File: src/rtl/load_store_unit_pkg.sv
`default_nettype none
// ============================================================================
// Module   : lsu_pkg
// Brief    : Shared types and constants for the load/store unit.
// Revision : 1.0 - initial release
// ============================================================================
package lsu_pkg;

    typedef enum logic [1:0] {
        S_IDLE = 2'd0,
        S_REQ  = 2'd1,
        S_DONE = 2'd2,
        S_ERR  = 2'd3
    } lsu_state_t;

    localparam logic [2:0] LB  = 3'b000;
    localparam logic [2:0] LH  = 3'b001;
    localparam logic [2:0] LW  = 3'b010;
    localparam logic [2:0] LBU = 3'b100;
    localparam logic [2:0] LHU = 3'b101;

    localparam int TIMEOUT_CYCLES_DEF = 255;

endpackage
`default_nettype wire

File: src/rtl/load_store_unit_if.sv
`default_nettype none
// ============================================================================
// Module   : load_store_unit_if
// Brief    : Core-side request/response and data-bus signals of the LSU.
// Revision : 1.0 - initial release
// ============================================================================
interface load_store_unit_if;

    logic        Req_Valid_i;
    logic        Mem_Read_i;
    logic        Mem_Write_i;
    logic [2:0]  Funct3_i;
    logic [31:0] Address_i;
    logic [31:0] Store_Data_i;
    logic        Stall_o;
    logic        Done_o;
    logic [31:0] Load_Data_o;
    logic        Misaligned_o;
    logic        Timeout_o;
    logic        Bus_Req_o;
    logic        Bus_We_o;
    logic [31:0] Bus_Addr_o;
    logic [31:0] Bus_Wdata_o;
    logic [3:0]  Bus_Be_o;
    logic [31:0] Bus_Rdata_i;
    logic        Bus_Ack_i;

    // The LSU itself
    modport slave (
        input  Req_Valid_i, Mem_Read_i, Mem_Write_i, Funct3_i, Address_i,
               Store_Data_i, Bus_Rdata_i, Bus_Ack_i,
        output Stall_o, Done_o, Load_Data_o, Misaligned_o, Timeout_o,
               Bus_Req_o, Bus_We_o, Bus_Addr_o, Bus_Wdata_o, Bus_Be_o
    );

    // The core pipeline and memory that surround it
    modport master (
        output Req_Valid_i, Mem_Read_i, Mem_Write_i, Funct3_i, Address_i,
               Store_Data_i, Bus_Rdata_i, Bus_Ack_i,
        input  Stall_o, Done_o, Load_Data_o, Misaligned_o, Timeout_o,
               Bus_Req_o, Bus_We_o, Bus_Addr_o, Bus_Wdata_o, Bus_Be_o
    );

endinterface
`default_nettype wire

File: src/rtl/load_store_unit_align.sv
`default_nettype none
// ============================================================================
// Module   : lsu_align
// Brief    : Combinational store lane encoding, fault check and load extraction.
// Revision : 1.0 - initial release
// ============================================================================
module lsu_align
    import lsu_pkg::*;
(
    input  wire logic [2:0]  i_funct3,
    input  wire logic [1:0]  i_offset,
    input  wire logic        i_is_store,
    input  wire logic [31:0] i_store_data,
    input  wire logic [2:0]  i_ld_funct3,
    input  wire logic [1:0]  i_ld_offset,
    input  wire logic [31:0] i_rdata,
    output logic      [3:0]  o_be,
    output logic      [31:0] o_wdata,
    output logic             o_fault,
    output logic      [31:0] o_load_data
);

    logic [31:0] w_lane;

    always_comb begin
        o_be    = 4'b0000;
        o_wdata = 32'd0;
        o_fault = 1'b0;
        case (i_funct3)
            LB, LBU: begin
                o_be    = 4'b0001 << i_offset;
                o_wdata = {4{i_store_data[7:0]}};
            end
            LH, LHU: begin
                o_fault = i_offset[0];
                o_be    = 4'b0011 << i_offset;
                o_wdata = {2{i_store_data[15:0]}};
            end
            LW: begin
                o_fault = |i_offset;
                o_be    = 4'b1111;
                o_wdata = i_store_data;
            end
            default: o_fault = 1'b1;
        endcase
        // Unsigned variants have no store meaning
        if (i_is_store && (i_funct3 == LBU || i_funct3 == LHU)) begin
            o_fault = 1'b1;
        end
        if (!i_is_store) begin
            o_be = 4'b1111;
        end
    end

    always_comb begin
        w_lane = i_rdata >> {i_ld_offset, 3'b000};
        case (i_ld_funct3)
            LB:      o_load_data = {{24{w_lane[7]}}, w_lane[7:0]};
            LH:      o_load_data = {{16{w_lane[15]}}, w_lane[15:0]};
            LBU:     o_load_data = {24'd0, w_lane[7:0]};
            LHU:     o_load_data = {16'd0, w_lane[15:0]};
            default: o_load_data = w_lane;
        endcase
    end

endmodule
`default_nettype wire

File: src/rtl/load_store_unit.sv
`default_nettype none
// ============================================================================
// Module   : load_store_unit
// Brief    : Multi-cycle load/store stage on a req/ack bus with fault/timeout.
// Revision : 1.0 - initial release
// ============================================================================
module load_store_unit
    import lsu_pkg::*;
#(
    parameter int TIMEOUT_CYCLES = TIMEOUT_CYCLES_DEF
) (
    input  wire logic          clk,
    input  wire logic          reset,
    load_store_unit_if.slave   lsu
);

    localparam int              c_cnt_w   = (TIMEOUT_CYCLES > 0) ? $clog2(TIMEOUT_CYCLES + 1) : 1;
    localparam bit              c_to_en   = (TIMEOUT_CYCLES > 0);
    localparam logic [c_cnt_w-1:0] c_to_last = c_cnt_w'((TIMEOUT_CYCLES > 0) ? TIMEOUT_CYCLES - 1 : 0);

    lsu_state_t           r_state;
    logic [2:0]           r_funct3;
    logic [1:0]           r_offset;
    logic                 r_we;
    logic [31:0]          r_addr;
    logic [31:0]          r_wdata;
    logic [3:0]           r_be;
    logic                 r_req;
    logic                 r_done;
    logic                 r_misaligned;
    logic                 r_timeout;
    logic [31:0]          r_load_data;
    logic [c_cnt_w-1:0]   r_count;

    logic                 w_accept;
    logic [3:0]           w_be;
    logic [31:0]          w_wdata;
    logic                 w_fault;
    logic [31:0]          w_load_data;

    assign w_accept = lsu.Req_Valid_i & (lsu.Mem_Read_i | lsu.Mem_Write_i);

    // Store side uses the live request; load side uses what was latched
    lsu_align u_align (
        .i_funct3     (lsu.Funct3_i),
        .i_offset     (lsu.Address_i[1:0]),
        .i_is_store   (lsu.Mem_Write_i),
        .i_store_data (lsu.Store_Data_i),
        .i_ld_funct3  (r_funct3),
        .i_ld_offset  (r_offset),
        .i_rdata      (lsu.Bus_Rdata_i),
        .o_be         (w_be),
        .o_wdata      (w_wdata),
        .o_fault      (w_fault),
        .o_load_data  (w_load_data)
    );

    always_ff @(posedge clk) begin
        if (reset) begin
            r_state      <= S_IDLE;
            r_funct3     <= 3'd0;
            r_offset     <= 2'd0;
            r_we         <= 1'b0;
            r_addr       <= 32'd0;
            r_wdata      <= 32'd0;
            r_be         <= 4'd0;
            r_req        <= 1'b0;
            r_done       <= 1'b0;
            r_misaligned <= 1'b0;
            r_timeout    <= 1'b0;
            r_load_data  <= 32'd0;
            r_count      <= '0;
        end else begin
            case (r_state)
                S_IDLE: begin
                    if (w_accept) begin
                        r_funct3 <= lsu.Funct3_i;
                        r_offset <= lsu.Address_i[1:0];
                        r_we     <= lsu.Mem_Write_i;
                        r_addr   <= {lsu.Address_i[31:2], 2'b00};
                        r_be     <= w_be;
                        r_wdata  <= w_wdata;
                        r_count  <= '0;
                        if (w_fault) begin
                            r_state      <= S_ERR;
                            r_done       <= 1'b1;
                            r_misaligned <= 1'b1;
                        end else begin
                            r_state <= S_REQ;
                            r_req   <= 1'b1;
                        end
                    end
                end
                S_REQ: begin
                    if (lsu.Bus_Ack_i) begin
                        r_state     <= S_DONE;
                        r_req       <= 1'b0;
                        r_done      <= 1'b1;
                        r_load_data <= r_we ? 32'd0 : w_load_data;
                    end else if (c_to_en && r_count == c_to_last) begin
                        r_state     <= S_ERR;
                        r_req       <= 1'b0;
                        r_done      <= 1'b1;
                        r_timeout   <= 1'b1;
                        r_load_data <= 32'd0;
                    end else begin
                        r_count <= r_count + c_cnt_w'(1);
                    end
                end
                default: begin
                    r_state      <= S_IDLE;
                    r_done       <= 1'b0;
                    r_misaligned <= 1'b0;
                    r_timeout    <= 1'b0;
                    r_load_data  <= 32'd0;
                end
            endcase
        end
    end

    assign lsu.Stall_o      = (r_state == S_IDLE && w_accept) || (r_state == S_REQ);
    assign lsu.Done_o       = r_done;
    assign lsu.Load_Data_o  = r_load_data;
    assign lsu.Misaligned_o = r_misaligned;
    assign lsu.Timeout_o    = r_timeout;
    assign lsu.Bus_Req_o    = r_req;
    assign lsu.Bus_We_o     = r_we;
    assign lsu.Bus_Addr_o   = r_addr;
    assign lsu.Bus_Wdata_o  = r_wdata;
    assign lsu.Bus_Be_o     = r_be;

endmodule
`default_nettype wire
File: src/flat_wrapper.sv
// flat-port wrapper written by rule: the top's interface ports become plain ports
module load_store_unit_flat import lsu_pkg::*;
#(
    parameter int TIMEOUT_CYCLES = TIMEOUT_CYCLES_DEF
)
  (clk, reset, lsu_Req_Valid_i, lsu_Mem_Read_i, lsu_Mem_Write_i, lsu_Funct3_i, lsu_Address_i, lsu_Store_Data_i, lsu_Bus_Rdata_i, lsu_Bus_Ack_i, lsu_Stall_o, lsu_Done_o, lsu_Load_Data_o, lsu_Misaligned_o, lsu_Timeout_o, lsu_Bus_Req_o, lsu_Bus_We_o, lsu_Bus_Addr_o, lsu_Bus_Wdata_o, lsu_Bus_Be_o);
  load_store_unit_if lsu_i ();
  input  wire logic clk;
  input  wire logic reset;
  input wire logic [$bits(lsu_i.Req_Valid_i)-1:0] lsu_Req_Valid_i;
  input wire logic [$bits(lsu_i.Mem_Read_i)-1:0] lsu_Mem_Read_i;
  input wire logic [$bits(lsu_i.Mem_Write_i)-1:0] lsu_Mem_Write_i;
  input wire logic [$bits(lsu_i.Funct3_i)-1:0] lsu_Funct3_i;
  input wire logic [$bits(lsu_i.Address_i)-1:0] lsu_Address_i;
  input wire logic [$bits(lsu_i.Store_Data_i)-1:0] lsu_Store_Data_i;
  input wire logic [$bits(lsu_i.Bus_Rdata_i)-1:0] lsu_Bus_Rdata_i;
  input wire logic [$bits(lsu_i.Bus_Ack_i)-1:0] lsu_Bus_Ack_i;
  output wire logic [$bits(lsu_i.Stall_o)-1:0] lsu_Stall_o;
  output wire logic [$bits(lsu_i.Done_o)-1:0] lsu_Done_o;
  output wire logic [$bits(lsu_i.Load_Data_o)-1:0] lsu_Load_Data_o;
  output wire logic [$bits(lsu_i.Misaligned_o)-1:0] lsu_Misaligned_o;
  output wire logic [$bits(lsu_i.Timeout_o)-1:0] lsu_Timeout_o;
  output wire logic [$bits(lsu_i.Bus_Req_o)-1:0] lsu_Bus_Req_o;
  output wire logic [$bits(lsu_i.Bus_We_o)-1:0] lsu_Bus_We_o;
  output wire logic [$bits(lsu_i.Bus_Addr_o)-1:0] lsu_Bus_Addr_o;
  output wire logic [$bits(lsu_i.Bus_Wdata_o)-1:0] lsu_Bus_Wdata_o;
  output wire logic [$bits(lsu_i.Bus_Be_o)-1:0] lsu_Bus_Be_o;
  assign lsu_i.Req_Valid_i = lsu_Req_Valid_i;
  assign lsu_i.Mem_Read_i = lsu_Mem_Read_i;
  assign lsu_i.Mem_Write_i = lsu_Mem_Write_i;
  assign lsu_i.Funct3_i = lsu_Funct3_i;
  assign lsu_i.Address_i = lsu_Address_i;
  assign lsu_i.Store_Data_i = lsu_Store_Data_i;
  assign lsu_i.Bus_Rdata_i = lsu_Bus_Rdata_i;
  assign lsu_i.Bus_Ack_i = lsu_Bus_Ack_i;
  assign lsu_Stall_o = lsu_i.Stall_o;
  assign lsu_Done_o = lsu_i.Done_o;
  assign lsu_Load_Data_o = lsu_i.Load_Data_o;
  assign lsu_Misaligned_o = lsu_i.Misaligned_o;
  assign lsu_Timeout_o = lsu_i.Timeout_o;
  assign lsu_Bus_Req_o = lsu_i.Bus_Req_o;
  assign lsu_Bus_We_o = lsu_i.Bus_We_o;
  assign lsu_Bus_Addr_o = lsu_i.Bus_Addr_o;
  assign lsu_Bus_Wdata_o = lsu_i.Bus_Wdata_o;
  assign lsu_Bus_Be_o = lsu_i.Bus_Be_o;
  load_store_unit #(.TIMEOUT_CYCLES(TIMEOUT_CYCLES)) u_core (.clk(clk), .reset(reset), .lsu(lsu_i));
endmodule
File: config.mk
export PLATFORM = sky130hd
export DESIGN_NAME = load_store_unit_flat
export DESIGN_NICKNAME = d
export VERILOG_FILES = /design/src/rtl/load_store_unit_pkg.sv /design/src/rtl/load_store_unit_if.sv /design/src/rtl/load_store_unit_align.sv /design/src/rtl/load_store_unit.sv /design/src/flat_wrapper.sv
export SDC_FILE = /design/constraint.sdc
export NUM_CORES = 1
export LEC_CHECK = 0
export ABC_AREA = 1
export CORE_ASPECT_RATIO = 1.25
export CORE_MARGIN = 3
export CORE_UTILIZATION = 45
export DETAILED_ROUTE_END_ITERATION = 8
export PLACE_DENSITY = 0.81
export SLEW_MARGIN = 20
export SYNTH_ARGS = -nofsm -noshare
export SYNTH_HDL_FRONTEND = slang
export SYNTH_HIERARCHICAL = 1
export SYNTH_SLANG_ARGS = --single-unit
File: constraint.sdc
create_clock -name clk -period 4.05 [get_ports clk]
set_input_delay 0.6075 -clock clk [delete_from_list [all_inputs] [get_ports clk]]
set_output_delay 0.6075 -clock clk [all_outputs]
set_load 0.02 [all_outputs]
* Word-level counts from Yosys, hierarchy flattened
Index checks and enable logic that the tools add are counted.
** Word-level totals
- Register bits after elaboration :: 118
- Output and inout bits :: 106
- Word-level logic and storage cells :: 88
** Cells by class
- $add $sub $neg :: 1
- Eq/ne operators :: 16
- Shift operators :: 3
- Muxes and demuxes :: 32
- Bitwise gates (word level) :: 4
- Reductions and logical operators :: 19
** Operator list (count)
- $pmux 32 s4 :: 1
- $mux 32 :: 3
- $pmux 32 s3 :: 1
- $pmux 32 s2 :: 1
- $shr 32x5->32 :: 1
- $mux 8 :: 3
- $pmux 8 s2 :: 1
- $eq 3x3->1 const B :: 4
- $pmux 4 s3 :: 1
- $mux 1 :: 10
- $reduce_and 3->1 :: 3
- $add 8x1->8 const B :: 1
- $eq 8x8->1 const B :: 1
- $mux 2 :: 4
- $ne 2x2->1 const B :: 4
- $pmux 1 s2 :: 4
- $reduce_and 4->1 :: 2
- $eq 3x1->1 const B :: 2
- $logic_not 3->1 :: 2
- $reduce_and 2->1 :: 3
- $reduce_or 2->1 :: 3
- $mux 4 :: 1
- $ne 2x1->1 const B :: 2
- $pmux 2 s2 :: 1
- 13 further kinds :: 16

* Longest topological paths before layout
- Depth in word-level cells :: 7
- Depth in mapped cells :: 10

* Cells and area by module
Netlist, hierarchy kept.
** By module, submodules not included
- load_store_unit :: times used 1, cells an instance 571, area each 4420.5 um2, seq. area each 2362.3 um2
- lsu_align :: times used 1, cells an instance 279, area each 1237.4 um2, seq. area each 0.0 um2

* Worst setup path before layout
Ideal clock, no wire load.
- Kind :: input port to flip-flop
- Start :: input port lsu_Funct3_i[1]
- End :: register u_core.r_req, in the netlist u_core/lsu.Bus_Req_o
- Setup time :: 0.132 ns
- Arrival :: 1.664 ns
- Required time :: 3.918 ns
- Path slack :: 2.254 ns
- Stages :: 9
- Path buffers :: 1
- Path through :: buf_2 > clkinv_1 > nand3_1 > nand2_1 > nand3b_1 > a21oi_1 > nand3_1 > nand2_1 > a21oi_1
** Between the ends
- Cells in the longest elaborated chain, start to end :: 6
- Elaborated cells between the ends (all ways) :: 13
- Those cells by class :: eq/ne (5); mux (2); reduce/logical (6)
** Ends and longest elaborated chain
- from (decl) :: line flat_wrapper.sv:13 : input wire logic [$bits(lsu_i.Funct3_i)-1:0] lsu_Funct3_i;
- $eq 3x3->1, or another cell as far along :: line load_store_unit_align.sv:29, load_store_unit_align.sv:47
- $reduce_or 2->1 / $logic_or 1x1->1 (equally long branches) :: line load_store_unit_align.sv:29, load_store_unit_align.sv:47
- $pmux 1 s3 / $logic_and 1x1->1 (equally long branches) :: line load_store_unit_align.sv:29, load_store_unit_align.sv:47
- $mux 1 (*) :: line load_store_unit_align.sv:47 : if (i_is_store && (i_funct3 == LBU || i_funct3 == LHU)) begin
- via u_core.w_fault :: line load_store_unit.sv:38 : logic w_fault;
- $ne 2x2->1 (no source line) (*)
- $reduce_and 4->1 (no source line) (*)
- to (signal assigned) :: line load_store_unit.sv:67 : r_req <= 1'b0;
- to (signal assigned) :: line load_store_unit.sv:90 : r_req <= 1'b1;
- to (signal assigned) :: line load_store_unit.sv:97 : r_req <= 1'b0;
- to (decl) :: line load_store_unit.sv:28 : logic r_req;
Mark *: on every way through the listed nets, which the timed path passes. The rest lies on a longest branch.
A chain may end at the register's enable or synchronous reset.

* Worst setup path in the final report
- Start :: input port lsu_Mem_Write_i
- End :: output port lsu_Stall_o
** Between the ends
- Cells in the longest elaborated chain, start to end :: 4
** Ends and longest elaborated chain
- from (decl) :: line flat_wrapper.sv:12 : input wire logic [$bits(lsu_i.Mem_Write_i)-1:0] lsu_Mem_Write_i;
- $or 1x1->1 :: line load_store_unit.sv:41 : assign w_accept = lsu.Req_Valid_i & (lsu.Mem_Read_i | lsu.Mem_Write_i);
- $and 1x1->1 :: line load_store_unit.sv:41
- $logic_and 1x1->1 :: line load_store_unit.sv:121 : assign lsu.Stall_o = (r_state == S_IDLE && w_accept) || (r_state == S_REQ);
- $logic_or 1x1->1 :: line load_store_unit.sv:121
- to (decl) :: line flat_wrapper.sv:18 : output wire logic [$bits(lsu_i.Stall_o)-1:0] lsu_Stall_o;
Every way passes these cells.

==> metrics.log <==
INFO  metric grt_util_met3 = 0.0885
INFO  metric p_sw_frac = 0.288
INFO  metric clock_path_buffers = 2
INFO  metric async_flop_share = 0
INFO  metric worst_ep_arrival_time = 2.00 ns
INFO  metric wire_length_of_the_first_global_routing_pass = 27900 microns
INFO  metric tightestPinTransition = 0.820 ns
INFO  metric timing.final.crit_period = 2.61 ns
INFO  metric h-tree-depth = 4
INFO  metric fp.dieH = 131 microns
INFO  metric row_count = 45
INFO  metric flow.area_growth_from_synthesis = 46.3%
INFO  metric clock-sinks = 118
INFO  metric cell_internal_pwr = 0.00249 W
INFO  metric path_max_fanout = 3
INFO  metric design_power_total = 0.00350 W
INFO  metric fin_util = 0.678
INFO  metric clk_transition_reported_paths = 0.06 ns
INFO  metric place.port_buffers = 208
INFO  metric met2_usage = 0.406
INFO  metric post-place-ws = 1.34 ns
INFO  metric synth.top_cells.by_count = sky130_fd_sc_hd__nand2_1 (365), sky130_fd_sc_hd__a21oi_1 (137), sky130_fd_sc_hd__dfxtp_1 (118), sky130_fd_sc_hd__nand3_1 (48), sky130_fd_sc_hd__inv_1 (40)
INFO  metric worstSetupEndpointType = output port
INFO  metric cts-buffers-inserted = 17
INFO  metric synth_top_cells_by_area = sky130_fd_sc_hd__dfxtp_1 (42%), sky130_fd_sc_hd__nand2_1 (24%), sky130_fd_sc_hd__a21oi_1 (12%), sky130_fd_sc_hd__nand3_1 (4.2%), sky130_fd_sc_hd__inv_1 (2.7%)
INFO  metric layout-drive-gt1-share = 0.0575
INFO  metric fin_worst_skew = 0.00697 ns
INFO  metric num_io_pins = 211
INFO  metric first_global_vias = 5668
INFO  metric num-fill-cells = 1068
INFO  metric grt_usage = 0.245
INFO  metric critical_path.reg2reg.endpoint = u_core/lsu.Load_Data_o[28]$_SDFFE_PP0P_
INFO  metric yosys_warnings = 6
INFO  metric whs_endpoint = u_core/lsu.Load_Data_o[2]$_SDFFE_PP0P_
INFO  metric hold_start = u_core/lsu.Load_Data_o[2]$_SDFFE_PP0P_
INFO  metric ctsHoldBuffers = 0
INFO  metric tritoncts = built
INFO  metric report.final.setup_viol = 0
INFO  metric via_count = 6180
INFO  metric finalNetCount = 1138
INFO  metric finalWeightedCongestion = 0.914
INFO  metric grt_util_met1 = 0.287
INFO  metric grt.overflow.total = 0
INFO  metric finish.instance_area = 0.00828 sq mm
INFO  metric mappedNetlistArea = 0.00566 sq mm
INFO  metric drt_drc_violations_left = 0
INFO  metric floorplan.initialDensity = 0.463
INFO  metric worstReg2RegStart = u_core/r_offset[0]$_SDFFE_PP0P_
INFO  metric average_cell_area_after_synthesis = 6.66 sq um
INFO  metric yosys_register_bits = 118
INFO  metric worst_ir_drop_vdd = 0.000328 V
INFO  metric hold_class = flop to flop
INFO  metric timing.slew.headroom = 0.453
INFO  metric worst_hold_path.num_cells = 2
INFO  metric placed_area = 0.00766 sq mm
INFO  metric grt_setup_unrepaired = false
INFO  metric post-cts-setup-buffers = 0
INFO  metric drt_pre_antenna_iters = 5
INFO  metric period_share = 0.645
INFO  metric maximum_frequency_from_static_timing_analysis = 383 MHz
INFO  metric number_of_antenna_violations_at_the_first_check_in_global_routing = 0
INFO  metric startpoint_type = input port
INFO  metric dr.first_iter.drc_count = 329
INFO  metric top_usage_layer = met2
INFO  metric avgViaCountPerCell = 5.12
INFO  metric floorplan.die.width = 106 microns
INFO  metric reg2reg_setup_slack = 2.00 ns
INFO  metric power.density_cell_area = 423 mW/mm^2
INFO  metric antenna-diode-count = 0
INFO  metric yosys.cell_types.count = 33
INFO  metric final-hold-violation-count = 0
INFO  metric tns = 0 ns
INFO  metric die_area = 0.0140 sq mm
INFO  metric synth_flop_cell = sky130_fd_sc_hd__dfxtp_1
INFO  metric p_seq_frac = 0.360
INFO  metric synth.most_common_cell = sky130_fd_sc_hd__nand2_1
INFO  metric power.net_switching = 0.00101 W
INFO  metric synth_edf_count = 0
INFO  metric share_comb_of_total_power = 0.191
INFO  metric root_buffer = sky130_fd_sc_hd__clkbuf_16
INFO  metric final_max_slew_viol_count = 0
INFO  metric grt_start_max_net_pins = 76
INFO  metric power.static_leakage = 3.31 nW
INFO  metric totalWireLength = 17600 microns
INFO  metric worst-setup-path-type = input port to output port
INFO  metric clock_latency = 0.41 ns
INFO  metric worstRegToRegCells = 7
INFO  metric p_clk_frac = 0.449
INFO  metric synthesis.instances = 850
INFO  metric outcome = complete, no violations
INFO  metric dp_hpwl = 12100 microns
INFO  metric critical_path_required = 3.44 ns
INFO  metric core_area = 0.0122 sq mm
INFO  metric layout_setup_ws = 1.44 ns
INFO  metric synth_largest_type_area_fraction = 0.418
INFO  metric synth_largest_area_cell = sky130_fd_sc_hd__dfxtp_1
INFO  metric maxCapViolCount = 0
INFO  metric wl_per_cell = 14.5 microns
INFO  metric cts_repair_resize_count = 0
INFO  metric yosysSeqAreaShare = 0.418
INFO  metric ant_nets = 0
-- metal layers --
metal  share of wire  vias to the layer above
met2            0.49                      257
met3           0.091                       31
met5               0                        -
met1            0.40                     2818
met4           0.022                        0
li1                -                     3074
-- power groups by stage --
stage	logic, W	clock network, W	registers, W
finish	0.000668	0.00157	0.00126
global route	0.000725	0.00166	0.00127
CTS	0.000667	0.00160	0.00126
detailed placement	0.000663	0	0.00128
global placement	0.000660	0	0.00128
floorplan	0.000332	0	0.00135
-- cell usage in the layout (no fill, tap or decap), drive strengths merged --
cell / instances
nand2: 371
clkdlybuf4s50: 207
a21oi: 137
dfxtp: 118
inv: 54
nand3: 51
o21ai: 29
nor2: 27
clkbuf: 17
buf: 6
o211ai: 4
bufinv: 3
clkinvlp: 3
clkinv: 3
nand4: 2
ha: 2
conb: 2
nand3b: 2
or2: 2
o21bai: 1
nor3: 1
and2: 1
o31ai: 1
-- metrics by stage --
step / hold WS (ns) / cells
floorplan: 0.444 / 851
global placement: 0.448 / 1176
detailed placement: 0.451 / 1176
CTS: 0.460 / 1208
global route: 0.471 / 1208
finish: 0.461 / 1208
-- area by class of cell --
| type | count | area, sq um | area share |
|---|---|---|---|
| Inverter | 48 | 183 | 0.0221 |
| Sequential cell | 118 | 2360 | 0.285 |
| Multi-Input combinational cell | 633 | 2790 | 0.337 |
| Timing Repair Buffer | 213 | 2120 | 0.256 |
| Clock buffer | 17 | 425 | 0.0514 |
| Tap cell | 164 | 205 | 0.0248 |
| Clock inverter | 15 | 194 | 0.0234 |
-- kinds of logic (layout without fill, tap and decap cells) --
logic type / Yosys count / in the layout / synth area share
adder cells (fa/ha/maj): 2 / 2 / 0.00442
AND/OR/NAND/NOR: 457 / 457 / 0.333
other: 1 / 2 / 0.000663
buffers and inverters: 100 / 293 / 0.0896
flip-flops: 118 / 118 / 0.418
AO/OA/AOI/OAI: 172 / 172 / 0.155
-- sequential cells by signal, indices dropped and copies added (netlist names) --
signal,cells
u_core/lsu.Bus_Wdata_o,32
u_core/lsu.Bus_Req_o,1
u_core/r_offset,2
u_core/lsu.Misaligned_o,1
u_core/r_state,2
u_core/lsu.Bus_We_o,1
u_core/r_funct3,3
u_core/lsu.Load_Data_o,32
u_core/r_count,8
u_core/lsu.Timeout_o,1
u_core/lsu.Bus_Addr_o,30
u_core/lsu.Bus_Be_o,4
u_core/lsu.Done_o,1
-- critical path: stages --
cell                              delay, ns
sky130_fd_sc_hd__clkdlybuf4s50_1       0.50
sky130_fd_sc_hd__inv_1                 0.06
sky130_fd_sc_hd__nand2_1               0.08
sky130_fd_sc_hd__nand3_2               0.09
sky130_fd_sc_hd__nand2_1               0.07
sky130_fd_sc_hd__clkdlybuf4s50_1       0.59
-- how the worst max path moves through the flow --
| stage | endpoint | slack [ns] | start | cells after the start |
|---|---|---|---|---|
| after global routing | lsu_Stall_o | 1.35 | lsu_Mem_Write_i | 6 |
| after floorplan | u_core/lsu.Bus_Req_o$_SDFFE_PP0P_ | 2.25 | lsu_Funct3_i[1] | 9 |
| after detailed placement | u_core/lsu.Bus_Req_o$_SDFFE_PP0P_ | 1.34 | lsu_Funct3_i[1] | 9 |
| final | lsu_Stall_o | 1.44 | lsu_Mem_Write_i | 6 |
| after CTS | lsu_Stall_o | 1.43 | lsu_Mem_Write_i | 6 |
| after global placement | u_core/lsu.Bus_Req_o$_SDFFE_PP0P_ | 1.32 | lsu_Funct3_i[1] | 9 |
No activity file was read; power rests on OpenSTA's default activity.
